<file path="src/rtl/lsu_mem_stage_if.sv">
// Memory bus between the load/store stage (master) and the memory system (slave).
// Single-transaction req/gnt handshake with a separate rvalid read-data return.
interface lsu_mem_stage_if;
   logic        mem_req;
   logic        mem_we;
   logic [63:0] mem_addr;
   logic [63:0] mem_wdata;
   logic [7:0]  mem_wmask;
   logic        mem_gnt;
   logic        mem_rvalid;
   logic [63:0] mem_rdata;

   modport master (
      output mem_req, mem_we, mem_addr, mem_wdata, mem_wmask,
      input  mem_gnt, mem_rvalid, mem_rdata
   );

   modport slave (
      input  mem_req, mem_we, mem_addr, mem_wdata, mem_wmask,
      output mem_gnt, mem_rvalid, mem_rdata
   );
endinterface

</file>
<file path="src/rtl/lsu_mem_stage.sv">
// Load/store stage: one bus transaction per accepted op, byte-lane stores, extended loads, timeout abort.
// Optional LSU_MISALIGN_TRAP_EN: misaligned ops abort with wb_err instead of being size-aligned.
module lsu_mem_stage #(
   parameter int unsigned TIMEOUT_CYC = 255
) (
   input  logic                 clk,
   input  logic                 rst,
   input  logic                 i_ex_valid,
   output logic                 o_ex_ready,
   input  logic                 i_ex_is_store,
   input  logic [1:0]           i_ex_size,
   input  logic                 i_ex_unsigned,
   input  logic [63:0]          i_ex_addr,
   input  logic [63:0]          i_ex_wdata,
   lsu_mem_stage_if.master      mem,
   output logic                 o_wb_valid,
   output logic [63:0]          o_wb_data,
   output logic                 o_wb_err,
   output logic                 o_stall
);

   typedef enum logic [1:0] {S_IDLE, S_REQ, S_WAIT, S_RESP} state_t;

   state_t      r_state;
   state_t      w_state_next;

   logic [15:0] r_cnt;
   logic        r_err;
   logic [63:0] r_wb_data;
   logic        r_store;
   logic [1:0]  r_size;
   logic        r_unsigned;
   logic [2:0]  r_off;
   logic [60:0] r_addr;
   logic [63:0] r_wdata;
   logic [7:0]  r_wmask;

   logic        w_accept;
   logic        w_set_err;
   logic        w_capture;
   logic        w_timeout;
   logic [3:0]  w_bytes;
   logic [2:0]  w_align_mask;
   logic [2:0]  w_off;
   logic        w_misalign;
   logic [15:0] w_mask16;
   logic [63:0] w_wdata_sh;
   logic [63:0] w_ld_raw;
   logic [63:0] w_ld_ext;

   // Lane geometry of the op being offered; the 3-bit subtraction wraps 8 bytes to mask 7.
   assign w_bytes      = 4'd1 << i_ex_size;
   assign w_align_mask = w_bytes[2:0] - 3'd1;
`ifdef LSU_MISALIGN_TRAP_EN
   assign w_off        = i_ex_addr[2:0];
   assign w_misalign   = |(i_ex_addr[2:0] & w_align_mask);
`else
   assign w_off        = i_ex_addr[2:0] & ~w_align_mask;
   assign w_misalign   = 1'b0;
`endif
   assign w_mask16     = ((16'd1 << w_bytes) - 16'd1) << w_off;
   assign w_wdata_sh   = i_ex_wdata << {w_off, 3'b000};

   assign w_ld_raw     = mem.mem_rdata >> {r_off, 3'b000};
   always_comb begin
      w_ld_ext = w_ld_raw;
      case (r_size)
         2'd0: w_ld_ext = r_unsigned ? {56'd0, w_ld_raw[7:0]}  : {{56{w_ld_raw[7]}},  w_ld_raw[7:0]};
         2'd1: w_ld_ext = r_unsigned ? {48'd0, w_ld_raw[15:0]} : {{48{w_ld_raw[15]}}, w_ld_raw[15:0]};
         2'd2: w_ld_ext = r_unsigned ? {32'd0, w_ld_raw[31:0]} : {{32{w_ld_raw[31]}}, w_ld_raw[31:0]};
         default: w_ld_ext = w_ld_raw;
      endcase
   end

   assign w_accept  = i_ex_valid && (r_state == S_IDLE);
   assign w_timeout = (r_cnt == 16'(TIMEOUT_CYC - 1));

   always_ff @(posedge clk or posedge rst) begin
      if (rst) r_state <= S_IDLE;
      else     r_state <= w_state_next;
   end

   // A completing handshake wins over a timeout that expires in the same cycle.
   always_comb begin
      w_state_next = r_state;
      w_set_err    = 1'b0;
      w_capture    = 1'b0;
      case (r_state)
         S_IDLE: begin
            if (w_accept) begin
               w_state_next = w_misalign ? S_RESP : S_REQ;
               w_set_err    = w_misalign;
            end
         end
         S_REQ: begin
            if (mem.mem_gnt && (r_store || mem.mem_rvalid)) begin
               w_state_next = S_RESP;
               w_capture    = !r_store;
            end else if (w_timeout) begin
               w_state_next = S_RESP;
               w_set_err    = 1'b1;
            end else if (mem.mem_gnt) begin
               w_state_next = S_WAIT;
            end
         end
         S_WAIT: begin
            if (mem.mem_rvalid) begin
               w_state_next = S_RESP;
               w_capture    = 1'b1;
            end else if (w_timeout) begin
               w_state_next = S_RESP;
               w_set_err    = 1'b1;
            end
         end
         default: w_state_next = S_IDLE;
      endcase
   end

   always_ff @(posedge clk or posedge rst) begin
      if (rst) begin
         r_cnt      <= '0;
         r_err      <= 1'b0;
         r_wb_data  <= '0;
         r_store    <= 1'b0;
         r_size     <= '0;
         r_unsigned <= 1'b0;
         r_off      <= '0;
         r_addr     <= '0;
         r_wdata    <= '0;
         r_wmask    <= '0;
      end else if (w_accept) begin
         r_cnt      <= '0;
         r_err      <= w_set_err;
         r_wb_data  <= '0;
         r_store    <= i_ex_is_store;
         r_size     <= i_ex_size;
         r_unsigned <= i_ex_unsigned;
         r_off      <= w_off;
         r_addr     <= i_ex_addr[63:3];
         r_wdata    <= w_wdata_sh;
         r_wmask    <= w_mask16[7:0];
      end else begin
         if (r_state == S_REQ || r_state == S_WAIT) r_cnt <= r_cnt + 16'd1;
         if (w_set_err) r_err <= 1'b1;
         if (w_capture) r_wb_data <= w_ld_ext;
      end
   end

   assign o_ex_ready    = (r_state == S_IDLE);
   assign o_stall       = ~o_ex_ready;
   assign o_wb_valid    = (r_state == S_RESP);
   assign o_wb_err      = (r_state == S_RESP) && r_err;
   assign o_wb_data     = (r_state == S_RESP && !r_err) ? r_wb_data : 64'd0;

   assign mem.mem_req   = (r_state == S_REQ);
   assign mem.mem_we    = r_store;
   assign mem.mem_addr  = {r_addr, 3'b000};
   assign mem.mem_wdata = r_wdata;
   assign mem.mem_wmask = r_wmask;

endmodule

</file>
<file path="src/flat_wrapper.sv">
// flat-port wrapper written by rule: the top's interface ports become plain ports
module lsu_mem_stage_flat 
#(
   parameter int unsigned TIMEOUT_CYC = 255
)
  (clk, rst, i_ex_valid, o_ex_ready, i_ex_is_store, i_ex_size, i_ex_unsigned, i_ex_addr, i_ex_wdata, o_wb_valid, o_wb_data, o_wb_err, o_stall, mem_mem_req, mem_mem_we, mem_mem_addr, mem_mem_wdata, mem_mem_wmask, mem_mem_gnt, mem_mem_rvalid, mem_mem_rdata);
  lsu_mem_stage_if mem_i ();
  input  logic clk;
  input  logic rst;
  input  logic i_ex_valid;
  output logic o_ex_ready;
  input  logic i_ex_is_store;
  input  logic [1:0] i_ex_size;
  input  logic i_ex_unsigned;
  input  logic [63:0] i_ex_addr;
  input  logic [63:0] i_ex_wdata;
  output logic o_wb_valid;
  output logic [63:0] o_wb_data;
  output logic o_wb_err;
  output logic o_stall;
  output wire logic [$bits(mem_i.mem_req)-1:0] mem_mem_req;
  output wire logic [$bits(mem_i.mem_we)-1:0] mem_mem_we;
  output wire logic [$bits(mem_i.mem_addr)-1:0] mem_mem_addr;
  output wire logic [$bits(mem_i.mem_wdata)-1:0] mem_mem_wdata;
  output wire logic [$bits(mem_i.mem_wmask)-1:0] mem_mem_wmask;
  input wire logic [$bits(mem_i.mem_gnt)-1:0] mem_mem_gnt;
  input wire logic [$bits(mem_i.mem_rvalid)-1:0] mem_mem_rvalid;
  input wire logic [$bits(mem_i.mem_rdata)-1:0] mem_mem_rdata;
  assign mem_mem_req = mem_i.mem_req;
  assign mem_mem_we = mem_i.mem_we;
  assign mem_mem_addr = mem_i.mem_addr;
  assign mem_mem_wdata = mem_i.mem_wdata;
  assign mem_mem_wmask = mem_i.mem_wmask;
  assign mem_i.mem_gnt = mem_mem_gnt;
  assign mem_i.mem_rvalid = mem_mem_rvalid;
  assign mem_i.mem_rdata = mem_mem_rdata;
  lsu_mem_stage #(.TIMEOUT_CYC(TIMEOUT_CYC)) u_core (.clk(clk), .rst(rst), .i_ex_valid(i_ex_valid), .o_ex_ready(o_ex_ready), .i_ex_is_store(i_ex_is_store), .i_ex_size(i_ex_size), .i_ex_unsigned(i_ex_unsigned), .i_ex_addr(i_ex_addr), .i_ex_wdata(i_ex_wdata), .mem(mem_i), .o_wb_valid(o_wb_valid), .o_wb_data(o_wb_data), .o_wb_err(o_wb_err), .o_stall(o_stall));
endmodule
</file>
<file path="config.mk">
export PLATFORM = sky130hd
export DESIGN_NAME = lsu_mem_stage_flat
export DESIGN_NICKNAME = d
export VERILOG_FILES = /design/src/rtl/lsu_mem_stage_if.sv /design/src/rtl/lsu_mem_stage.sv /design/src/flat_wrapper.sv
export SDC_FILE = /design/constraint.sdc
export NUM_CORES = 1
export LEC_CHECK = 0
export CORE_MARGIN = 4
export CORE_UTILIZATION = 52
export DETAILED_ROUTE_END_ITERATION = 8
export GPL_ROUTABILITY_DRIVEN = 1
export PLACE_DENSITY = 0.88
export SLEW_MARGIN = 10
export SYNTH_ARGS = -nofsm -noshare
export SYNTH_HDL_FRONTEND = slang
export SYNTH_SLANG_ARGS = --single-unit
</file>
<file path="constraint.sdc">
create_clock -name clk -period 17.5 [get_ports clk]
set_input_delay 5.25 -clock clk [delete_from_list [all_inputs] [get_ports clk]]
set_output_delay 5.25 -clock clk [all_outputs]
set_load 0.005 [all_outputs]
</file>
==> results of run 1 <==
## worst paths after layout
check	cells past startpoint	slack, ns	to
worst min-delay path	2	0.47	u_core.r_addr[48]
worst max-delay path	8	9.10	u_core.mem.mem_wmask[6]
worst max register to register	8	13.99	u_core.r_wb_data[33]
max in group asynchronous	4	10.16	u_core.r_wb_data[9]
min in group asynchronous	2	5.23	u_core.r_addr[31]
worst min register to register	2	0.47	u_core.r_addr[48]
## per-stage QoR
step	instance area (sq um)	util [%]	instances	hold slack, ns
floorplan	13300	-	1439	0.464
global placement	17300	68.9	2064	0.456
detailed placement	17300	68.9	2064	0.461
CTS	18200	72.3	2109	0.476
global route	18200	72.3	2109	0.489
finish	18200	72.3	2109	0.471
## tightest hold or removal path, stage by stage, from the launching register on
cell     delay (ns)
dfrtp_1        0.34
nand2_1        0.05
nand2_1        0.05
## layer usage
layer / vias to the layer above / track usage, %
met5: - / 0
met2: 913 / 55.7
met4: 2 / 16.3
met1: 6365 / 38.8
li1: 5759 / -
met3: 176 / 8.17
## layout make-up
class,count,share of cell area [%]
multi-input combinational,1079,39.1
sequential,223,30.7
timing repair buffer,418,22.8
clock buffer,33,3.89
tap,330,2.27
clock inverter,12,0.861
inverter,14,0.331
## registers in the layout, indices dropped and copies added, names as in the netlist
register,flops
u_core.mem.mem_wdata,64
u_core.r_wb_data,64
u_core.r_addr,61
u_core.r_cnt,16
u_core.mem.mem_wmask,8
u_core.r_off,3
u_core.r_size,2
u_core.r_state,2
u_core.mem.mem_we,1
u_core.r_err,1
u_core.r_unsigned,1
## cells in the final DEF (no fill, tap or decap), types with 17 or more instances in the layout
cell,instances
o21ai_0,76
dfrtp_1,221
clkdlybuf4s50_1,403
nand2_1,326
and2_1,73
o21a_1,21
mux2_2,35
nor2_1,58
o211ai_1,27
clkbuf_16,25
a31oi_1,33
mux2i_1,59
mux4_2,37
a21oi_1,107
a22o_1,17
## power groups by stage
stage	registers, uW	clock network [uW]	logic [uW]
2_1_floorplan	865	0	761
3_3_place_gp	901	0	1330
3_5_place_dp	906	0	1370
4_1_cts	906	558	1380
5_1_grt	934	581	1490
6_report	913	552	1380
## cells by family (layout without fill, tap and decap cells)
group,after synthesis,in the layout,share of synthesized area (%)
XOR/XNOR,13,13,0.860
other,1,3,0.0283
AO/OA/AOI/OAI,398,398,20.1
buffers and inverters,137,477,4.68
AND/OR/NAND/NOR,525,525,17.7
flip-flops,223,223,42.1
multiplexers,133,133,13.9
adder cells (fa/ha/maj),7,7,0.661
==> impl_metrics.toml, run 1 <==
[pwr]
power.leakage_uw = 0.00759
p_sw_share_pct = 38.8
internal_power_uw = 1740
power.switching_uw = 1110
peakVddDrop_uv = 102
powerDensity_mw_per_mm2 = 157
power_uw = 2850
p_comb_share_pct = 48.6
p_clk_share_pct = 19.4
p_seq_share_pct = 32.0

[clocking]
cts_tree = "done"
holdBufCountCts = 0
clock_latency_ns = 0.54
cts_made_buffers = 25
clockBufferDepth = 3
path_clk_slew_ns = 0.06
clock_sinks = 223
cts_max_level = 1
cts_setup_buffers = 0
cts-root-buf = "clkbuf_16"
cts_resized = 0

[layout]
fillerInstances = 1856
area_growth_pct = 37.1
antenna_cells = 0
drive_above_1_share_pct = 9.44
layout.area.seq_sq_mm = 0.00558
multi_input_area_sq_mm = 0.00710
nets = 1969

[logic_synthesis]
synth-seq-cells = 223
synth_ff_type = "dfrtp_1"
synthArstFlopShare_pct = 100
ys_warn_count = 0
syn_avg_cell_area_sq_um = 9.22
yosysSeqAreaShare_pct = 42.1
yosysTopAreaCell = "dfrtp_1"
ys_top_cells_by_count = "nand2_1, dfrtp_1, a21oi_1"
ys_types = 65
synth_cells = 1437
yosys.area.top_type_share_pct = 42.1
yosys-top-cells-area = "dfrtp_1, nand2_1, mux4_2, mux2i_1, a21oi_1"
syn_area_sq_mm = 0.0132
synth.most_common_cell = "nand2_1"
synth_edf_count = 0

[sta]
finalMaxSlewViolations = 0
tns_ns = 0
hold_viol_final = 0
finalCriticalPeriod_ns = 8.40
fmax_mhz = 119
period_share_pct = 48.0
setup_ws_ns = 9.10
worst_pin_slew_ns = 1.21
rsz0062_at_grt = "false"
clock_skew_ns = 0.0136
slew-limit-headroom_pct = 19.5
setup_viol = 0

[setup_path]
arrival_ns = 8.84
critPathKind = "in2reg"
worst_ep_required_time_ns = 17.94
startpoint_type = "primary input"
cp_cell_sequence = "clkdlybuf4s50_1, inv_1, nor2_1, ha_1, and2_1, nand2_1, o32a_1, o21ai_0"
critPathCaptureType = "register"
cp_slowest_stage_delay_ns = 0.95
cp_max_fo = 20
cpMaxStageDelayCell = "clkdlybuf4s50_1"
timing.rr.start = "u_core.r_state[0]"
path_buf_inv = 2
crit_family = "simple AND/OR/NAND/NOR gates"
cp-startpoint = "i_ex_size[0]"

[die]
core_sq_mm = 0.0251
rows = 58
die_w_um = 168
die_area_sq_mm = 0.0281
die_h_um = 168
initial_core_util_pct = 52.8
pin_count = 407

[global_route]
grt_antenna_before_repair = 1
grt_usage_pct = 32.8
grt_pass1_vias = 13405
grt.overflow.total = 0
grt_max_degree = 111
grt_pass1_wl_um = 74000

[detailed_routing]
drc = 0
vias = 13215
firstDrtPassIters = 8
drt-total-wl_um = 48400
drtIter0Drc = 1517
viasPerCell = 6.27
wl_met3_um = 5060
wl_per_cell_um = 22.9
final_antenna_net_count = 0
wl_met1_um = 17000
topRoutingLayerUsed = "met5"
met2_length_um = 23300

[worst_hold_path]
worstHoldStart = "u_core.r_addr[48]"
hold_path.class = "reg2reg"

[place]
gp_congestion = 0.999
port_buffers = 403
place_ws_ns = 8.71
hpwl_um = 34000

[outcome]
status = "complete, no violations"

[flow_run]
maxCapViolations = 0
Power figures use the tool's default switching activity.
==> run 2, diff against run 1 <==
Settings changed: CORE_UTILIZATION 52 to 48, PLACE_DENSITY 0.88 to 0.82.
Clock period 17.5 ns to 8.8 ns, I/O delays scaled along.
==> run 2 against run 1 <==
Net effect: routed wire length fell by 1.2%; critical path depth did not move; sequential power rose by 95%; global-route usage fell by 2.5 points; design area rose by 0.54%; clock power rose by 110%; combinational power rose by 99%; utilization fell by 4.8 points; sequential share of layout area fell by 0.17 points; total power rose by 100%; clock-buffer cell count rose by 2; via count fell by 1.9%; critical path type unchanged; largest cell class unchanged.
==> impl_metrics.toml, run 2 (synthesis results as in run 1) <==
[sta]
worst_pin_slew_ns = 1.14
hold_viol_final = 0
period_share_pct = 66.6
fmax_mhz = 171
setup_viol = 0
finalMaxSlewViolations = 0
finalCriticalPeriod_ns = 5.86
tns_ns = 0
clock_skew_ns = 0.00887
rsz0062_at_grt = "false"
slew-limit-headroom_pct = 23.9

[global_route]
grt.overflow.total = 0
grt_pass1_wl_um = 73700
grt_antenna_before_repair = 3
grt_pass1_vias = 12883
grt_max_degree = 108
grt_usage_pct = 30.2

[layout]
area_growth_pct = 37.9
nets = 1970
mostFrequentLayoutCells = "clkdlybuf4s50_1, nand2_1, dfrtp_1"
final_cell_area_sq_mm = 0.0183
drive_above_1_share_pct = 9.65
final_common_cell = "clkdlybuf4s50_1"
fillerInstances = 2132
final_util_pct = 67.6
antenna_cells = 0

[clocking]
clock_latency_ns = 0.53
cts-root-buf = "clkbuf_16"
clock_sinks = 223
holdBufCountCts = 0
cts_tree = "done"
clockBufferDepth = 3
cts_max_level = 1
cts_made_buffers = 26
cts_resized = 0
cts_setup_buffers = 0
path_clk_slew_ns = 0.06

[setup_path]
worst_ep_required_time_ns = 9.25
critPathCaptureType = "register"
cp_slowest_stage_delay_ns = 1.01
cpMaxStageDelayCell = "clkdlybuf4s50_1"
cp_cell_sequence = "clkdlybuf4s50_1, inv_1, nor2_1, ha_1, and2_1, nand2_1, o32a_1, o21ai_0"
crit_family = "simple AND/OR/NAND/NOR gates"
cp_max_fo = 20
path_buf_inv = 2
arrival_ns = 6.31
critPathKind = "in2reg"
startpoint_type = "primary input"

[pwr]
power.switching_uw = 2170
p_clk_share_pct = 20.6
power.leakage_uw = 0.00763
peakVddDrop_uv = 210
internal_power_uw = 3530
p_seq_share_pct = 31.3
p_sw_share_pct = 38.0
powerDensity_mw_per_mm2 = 312
p_comb_share_pct = 48.2

[detailed_routing]
wl_per_cell_um = 22.5
drt-total-wl_um = 47800
drtIter0Drc = 1602
firstDrtPassIters = 8
final_antenna_net_count = 0
drc = 0
viasPerCell = 6.11
vias = 12967

[die]
core_sq_mm = 0.0270
initial_core_util_pct = 49.0
pin_count = 407
die_w_um = 174
rows = 60
die_h_um = 174
die_area_sq_mm = 0.0303

[place]
gp_congestion = 0.965
place_area_sq_mm = 0.0173
hpwl_um = 34000
port_buffers = 403

[worst_hold_path]
hold_path.class = "reg2reg"

[outcome]
status = "complete, no violations"

[flow_run]
maxCapViolations = 0
==> run 2: worst reg2reg max path: stages, from the launching register on <==
cell	delay, ns
dfrtp_2	0.36
buf_4	0.73
or2_0	0.61
o22ai_2	0.22
nor4_4	0.45
a31oi_2	0.28
a31oi_1	0.37
==> run 2: cell type report <==
type	count	area [sq um]	share of cell area [%]
clock buffers	35	754	4.13
clock inverters	13	188	1.03
inverters	14	60.1	0.329
multi-input cells	1079	7100	38.9
flip-flops and latches	223	5580	30.6
well taps	341	427	2.34
repair buffers	418	4150	22.7
==> run 2: final timing paths <==
kind | start | slack [ns] | cells after the start | endpoint
worst max-delay path | i_ex_size[0] | 2.94 | 8 | u_core.mem.mem_wmask[6]
worst min register to register | u_core.r_addr[44] | 0.47 | 2 | u_core.r_addr[44]
worst max register to register | u_core.r_off[0] | 5.68 | 6 | u_core.r_wb_data[20]
max in group asynchronous | rst | 4.65 | 3 | u_core.r_err
worst min-delay path | u_core.r_addr[44] | 0.47 | 2 | u_core.r_addr[44]
min in group asynchronous | rst | 2.68 | 2 | u_core.r_addr[34]
==> run 2: per-layer routing <==
metal | wire length (um) | up-vias | global-route usage (%)
met5 | 37 | - | 0
met1 | 17900 | 6252 | 37.2
met4 | 2500 | 6 | 14.0
li1 | - | 5763 | -
met2 | 22800 | 807 | 50.5
met3 | 4540 | 139 | 7.31
==> run 2: power by group through the flow <==
stage          registers, uW  logic, uW  clock network, uW
6_report                1780       2750               1170
5_1_grt                 1830       2980               1240
4_1_cts                 1780       2740               1190
3_5_place_dp            1780       2730                  0
3_3_place_gp            1770       2670                  0
2_1_floorplan           1720       1510                  0
==> run 2: per-stage QoR <==
step	power, uW	hold slack, ns	setup slack [ns]	instances
6_report	5700	0.473	2.94	2123
5_1_grt	6050	0.503	2.76	2123
4_1_cts	5710	0.476	3.04	2123
3_5_place_dp	4510	0.461	2.49	2075
3_3_place_gp	4440	0.457	2.65	2075
2_1_floorplan	3230	0.464	0.0539	1439
